===== config.mk =====
export PLATFORM = sky130hd
export DESIGN_NAME = reg_file_sb
export DESIGN_NICKNAME = d
export VERILOG_FILES = /design/src/rtl/reg_file_sb.sv
export SDC_FILE = /design/constraint.sdc
export NUM_CORES = 2
export LEC_CHECK = 0
export CAP_MARGIN = 25
export CORE_MARGIN = 1
export CORE_UTILIZATION = 40
export DETAILED_ROUTE_END_ITERATION = 10
export HOLD_SLACK_MARGIN = 0.06
export PLACE_DENSITY_LB_ADDON = 0.15
export SYNTH_ARGS = -nofsm -noshare
export SYNTH_HDL_FRONTEND = slang
export SYNTH_SLANG_ARGS = --single-unit

===== constraint.sdc =====
create_clock -name clk -period 3.35 [get_ports clk]
set_input_delay 0.5025 -clock clk [delete_from_list [all_inputs] [get_ports clk]]
set_output_delay 0.5025 -clock clk [all_outputs]
set_load 0.01 [all_outputs]

===== src/rtl/reg_file_sb.sv =====
// reg_file_sb: RISC-V integer register file with an integrated result scoreboard.
//
// Provides two combinational read ports with write-to-read bypass and two write
// ports. Port A is the ALU writeback and port B is the load/long-latency writeback.
// A per-register pending bit tracks results still in flight. The stall output
// blocks issue on RAW and WAW hazards.
//
// Ports:
//   clk, rst_n                    clock, asynchronous active-low reset
//   rs1_addr/rs2_addr             read addresses
//   rs1_data/rs2_data             bypassed read data (combinational)
//   issue_valid, issue_use_rs1/2  instruction presented for issue and its operand use
//   issue_rd                      destination of the presented instruction (0 = none)
//   stall                         presented instruction must not issue (combinational)
//   wa_en/wa_addr/wa_data         port A write
//   wb_en/wb_addr/wb_data         port B write (wins on same-address conflict)
//   pending                       scoreboard bits, bit i = result for x<i> in flight
//   collision                     sticky: both ports wrote the same nonzero register
module reg_file_sb #(
   parameter  int unsigned XLEN = 32,
   parameter  int unsigned NREG = 32,
   localparam int unsigned AW   = $clog2(NREG)
) (
   input  logic            clk,
   input  logic            rst_n,
   input  logic [AW-1:0]   rs1_addr,
   input  logic [AW-1:0]   rs2_addr,
   output logic [XLEN-1:0] rs1_data,
   output logic [XLEN-1:0] rs2_data,
   input  logic            issue_valid,
   input  logic            issue_use_rs1,
   input  logic            issue_use_rs2,
   input  logic [AW-1:0]   issue_rd,
   output logic            stall,
   input  logic            wa_en,
   input  logic [AW-1:0]   wa_addr,
   input  logic [XLEN-1:0] wa_data,
   input  logic            wb_en,
   input  logic [AW-1:0]   wb_addr,
   input  logic [XLEN-1:0] wb_data,
   output logic [NREG-1:0] pending,
   output logic            collision
);

   logic [XLEN-1:0] regs_q [NREG];
   logic [XLEN-1:0] regs_d [NREG];
   logic [NREG-1:0] pending_q;
   logic [NREG-1:0] pending_d;
   logic            collision_q;
   logic            collision_d;

   logic            wa_eff;
   logic            wb_eff;
   logic [NREG-1:0] wa_hit;
   logic [NREG-1:0] wb_hit;
   logic [NREG-1:0] clear_view;
   logic            rd_nz;
   logic            issue_acc;

   // Effective writes: enabled and not targeting x0.
   assign wa_eff = wa_en && (wa_addr != '0);
   assign wb_eff = wb_en && (wb_addr != '0);
   assign rd_nz  = (issue_rd != '0);

   // One-hot decode of the registers being written this cycle.
   always_comb begin
      wa_hit = '0;
      wb_hit = '0;
      if (wa_eff) wa_hit[wa_addr] = 1'b1;
      if (wb_eff) wb_hit[wb_addr] = 1'b1;
   end

   // A writeback in flight this cycle already resolves its hazard.
   assign clear_view = pending_q & ~(wa_hit | wb_hit);

   // Hazard detection: RAW on either used source, WAW on a nonzero destination.
   always_comb begin
      stall = 1'b0;
      if (issue_valid) begin
         if (issue_use_rs1 && clear_view[rs1_addr]) stall = 1'b1;
         if (issue_use_rs2 && clear_view[rs2_addr]) stall = 1'b1;
         if (rd_nz && clear_view[issue_rd])         stall = 1'b1;
      end
   end

   assign issue_acc = issue_valid && !stall;

   // Read port 1: later assignments take priority (x0, then B, then A, then storage).
   always_comb begin
      rs1_data = regs_q[rs1_addr];
      if (wa_eff && (wa_addr == rs1_addr)) rs1_data = wa_data;
      if (wb_eff && (wb_addr == rs1_addr)) rs1_data = wb_data;
      if (rs1_addr == '0)                  rs1_data = '0;
   end

   // Read port 2: same priority as port 1.
   always_comb begin
      rs2_data = regs_q[rs2_addr];
      if (wa_eff && (wa_addr == rs2_addr)) rs2_data = wa_data;
      if (wb_eff && (wb_addr == rs2_addr)) rs2_data = wb_data;
      if (rs2_addr == '0)                  rs2_data = '0;
   end

   // Storage next state: port B applied last so it wins a same-address conflict.
   always_comb begin
      regs_d = regs_q;
      if (wa_eff) regs_d[wa_addr] = wa_data;
      if (wb_eff) regs_d[wb_addr] = wb_data;
      regs_d[0] = '0;
   end

   // Scoreboard next state: clear on writeback, then set for a newly accepted
   // issue so that the younger instruction's claim survives.
   always_comb begin
      pending_d = pending_q & ~(wa_hit | wb_hit);
      if (issue_acc && rd_nz) pending_d[issue_rd] = 1'b1;
      pending_d[0] = 1'b0;
   end

   // Sticky collision flag.
   assign collision_d = collision_q || (wa_eff && wb_eff && (wa_addr == wb_addr));

   // State registers.
   always_ff @(posedge clk or negedge rst_n) begin
      if (!rst_n) begin
         for (int i = 0; i < int'(NREG); i++) regs_q[i] <= '0;
         pending_q   <= '0;
         collision_q <= 1'b0;
      end else begin
         regs_q      <= regs_d;
         pending_q   <= pending_d;
         collision_q <= collision_d;
      end
   end

   assign pending   = pending_q;
   assign collision = collision_q;

endmodule

==> results.py <==
metrics = {
    "worst_hold_path": {
        "min_path_cells": 5,
        "hp-start": "wb_addr[0]",
        "hold_path_end": "pending[30]",
        "min_path_type": "in2reg",
    },
    "layout": {
        "final_common_cell": "dfrtp_1",
        "mostFrequentLayoutCells": "1022 x dfrtp_1, 936 x mux2i_1, 684 x nor2_1",
        "fin_nets": 6697,
        "area_growth_pct": 24.8,
        "nFillCells": 14600,
        "instances_no_fill": 8878,
        "drive_gt1_share_pct": 29.9,
    },
    "setup_path": {
        "critPathRequiredTime_ps": 2850,
        "r2r_setup_slack_ps": 580,
        "cp.arrival_ps": 3080,
        "critical_path_class": "in2out",
        "r2r_end": "pending[21]",
        "reg2reg_from": "pending[30]",
        "crit_path_end_kind": "primary output",
        "rr_worst_depth": 9,
        "start_kind": "primary input",
        "path_max_fanout": 6,
    },
    "detailed_routing": {
        "wl_per_cell_um": 31.7,
        "viasPerCell": 6.20,
        "dr_total_vias": 55100,
        "drc": 0,
        "drt_pass1_iterations": 6,
        "ant_nets": 0,
        "drt-initial-drc-count": 6560,
        "wirelength_um": 281000,
    },
    "floorplanning": {
        "std_cell_rows": 148,
        "dieWidth_um": 408,
        "initial_core_util_pct": 40.4,
        "die-area_sq_mm": 0.167,
        "boundaryPins": 194,
        "die_height_um": 408,
        "placeableCoreArea_sq_mm": 0.163,
    },
    "global_route": {
        "grt_pass1_wl_um": 399000,
        "grt_pass1_vias": 52800,
        "busiest_layer": "met2",
        "antenna_found_initial": 7,
        "overflow": 0,
        "met1_usage_pct": 47.1,
        "grt_start_max_net_pins": 105,
        "met2_usage_pct": 49.7,
        "grt_usage_pct": 33.0,
        "grt_util_met3_pct": 6.41,
    },
    "pwr": {
        "power_density_mw_per_mm2": 568,
        "ir_drop_uv": 494,
        "leakagePower_nw": 36.4,
    },
    "yosys": {
        "ys_types": 75,
        "synth_top_flop_cell": "dfrtp_1",
        "async_flop_share_pct": 100,
        "netlist_instances": 6206,
        "ys_ff_latch": 1024,
        "avgSynthCellArea_sq_um": 10.6,
        "synth_top_area_share_pct": 38.8,
        "yosysTopAreaCell": "dfrtp_1",
        "yosysWarnings": 0,
        "ys_seq_area_share_pct": 38.8,
        "synth_area_leaders": "dfrtp_1 39%, mux4_2 20%, mux2i_1 15%",
        "synthesis.area_sq_mm": 0.0660,
        "syn-num-nets": 6302,
        "synth-edff-count": 0,
    },
    "run_status": {
        "status": "complete, but fails checks",
        "violations": "setup timing",
    },
    "cts": {
        "tritoncts": "built",
        "cts_buffers": 119,
        "h-tree-depth": 3,
        "clock-sinks": 1024,
        "clockBufferDepth": 3,
        "clk_latency_ps": 770,
        "clk_pin_slew_ps": 60,
        "cts_root_buf": "clkbuf_16",
    },
    "sta": {
        "clock.fmax_ghz": 0.279,
        "setup_viol_count_final": 60,
        "period_share_pct": 107,
        "min_period_ps": 3590,
        "finalMaxSlewViolations": 0,
        "tightest_slew_ps": 1140,
        "hold_violations": 0,
        "worst_slack_ps": -236,
        "tns_ps": -5800,
        "max_slew_margin_pct": 23.9,
        "skew_ps": 21.0,
        "rsz0062_at_grt": "true",
    },
    "placement": {
        "dpl.hpwl_um": 180000,
        "numPortBuffers": 192,
        "place.gp.congestion": 0.896,
        "place_inst": 8529,
    },
    "flow_run": {
        "cap_violations": 0,
    },
}
flip-flops by register name, indices dropped and copies added, names as in the netlist:
| name | cells |
|---|---|
| pending | 31 |
| collision | 1 |
| regs_q | 992 |
worst max-delay path, stage by stage:
cell,delay [ps]
dlygate4sd2_1,250
buf_6,130
buf_4,150
nor4bb_2,180
buf_4,150
nand2_4,70
and3_4,190
nor2_1,40
or4_1,520
or4_4,530
nand2_2,80
o21a_1,140
buf_2,140
where the power goes:
part	switching (mW)	internal, mW
Sequential	2.62	15.7
Combinational	6.29	8.45
Clock	5.81	7.97
repair_timing:
item	CTS	global route
endpoints found under the setup margin	65	65
resized for setup	562	117
hold buffers	1	0
gates cloned	6	10
buffers inserted	68	56
pin swaps	34	13
endpoints found under the hold margin	35	0
worst max-delay path by stage:
stage                     start           end  slack, ps  depth (start not counted)
floorplan           rs1_addr[0]  rs1_data[23]         20                          8
global placement     wa_addr[1]   rs1_data[1]      -1010                          9
detailed placement   wa_addr[1]         stall      -1050                         12
CTS                 regs_q[330]  rs2_data[10]       -250                          7
global route              wa_en         stall       -310                         13
finish                    wa_en         stall       -240                         13
routing by layer:
layer	vias up	wire, um
li1	23600	-
met2	2856	126000
met1	28100	119000
met4	2	10600
met5	-	20
met3	529	25700
synth_stat cells (4+ instances only):
library cell,n
clkbuf_1,573
a211oi_1,15
and3_1,7
o2111ai_1,4
nand4bb_1,5
mux4_2,578
nor3_1,7
nand2_1,562
buf_2,28
buf_1,116
nand3_1,27
nor4_1,7
mux2i_1,976
a22o_1,64
o221ai_1,23
and2_1,14
buf_4,12
dfrtp_1,1024
o21a_1,7
o211ai_1,18
or4_1,4
nand3b_1,5
nor2b_1,7
a31oi_1,4
and4_1,5
o31ai_1,13
o41ai_1,18
o21ai_0,466
inv_1,6
or2_2,10
nor2_1,706
a21oi_1,661
nand2b_1,9
xor2_1,11
mux2_2,129
xnor2_1,14
nor3b_1,5
cell families after synthesis:
family | share of synthesized area [%]
compound gates | 11.0
xor+xnor | 0.332
buf+inv | 4.36
flops | 38.8
mux | 36.7
other cells | 0.00568
simple gates | 8.76
area by class of cell:
cell class,instances,area [sq um],area share (%)
Sequential cell,1024,25600,31.1
Timing Repair Buffer,1005,10900,13.3
Clock inverter,46,549,0.667
Tap cell,2175,2720,3.30
Clock buffer,175,3530,4.29
Multi-Input combinational cell,4441,39000,47.3
Inverter,10,50.0,0.0608
Antenna cell,2,5.00,0.00608
through the flow:
| step | hold WS (ps) | total power, mW | utilization (%) | area, sq um | setup slack, ps |
|---|---|---|---|---|---|
| after floorplan | 207 | 26.6 | - | 66100 | 15.0 |
| after global placement | 458 | 31.6 | 46.2 | 75500 | -1010 |
| after detailed placement | 489 | 32.0 | 46.3 | 75600 | -1050 |
| after CTS | 337 | 46.4 | 49.8 | 81400 | -249 |
| after global routing | 376 | 48.8 | 50.4 | 82400 | -310 |
| final | 352 | 46.8 | 50.4 | 82400 | -236 |
No activity file was read; power rests on OpenSTA's default activity.
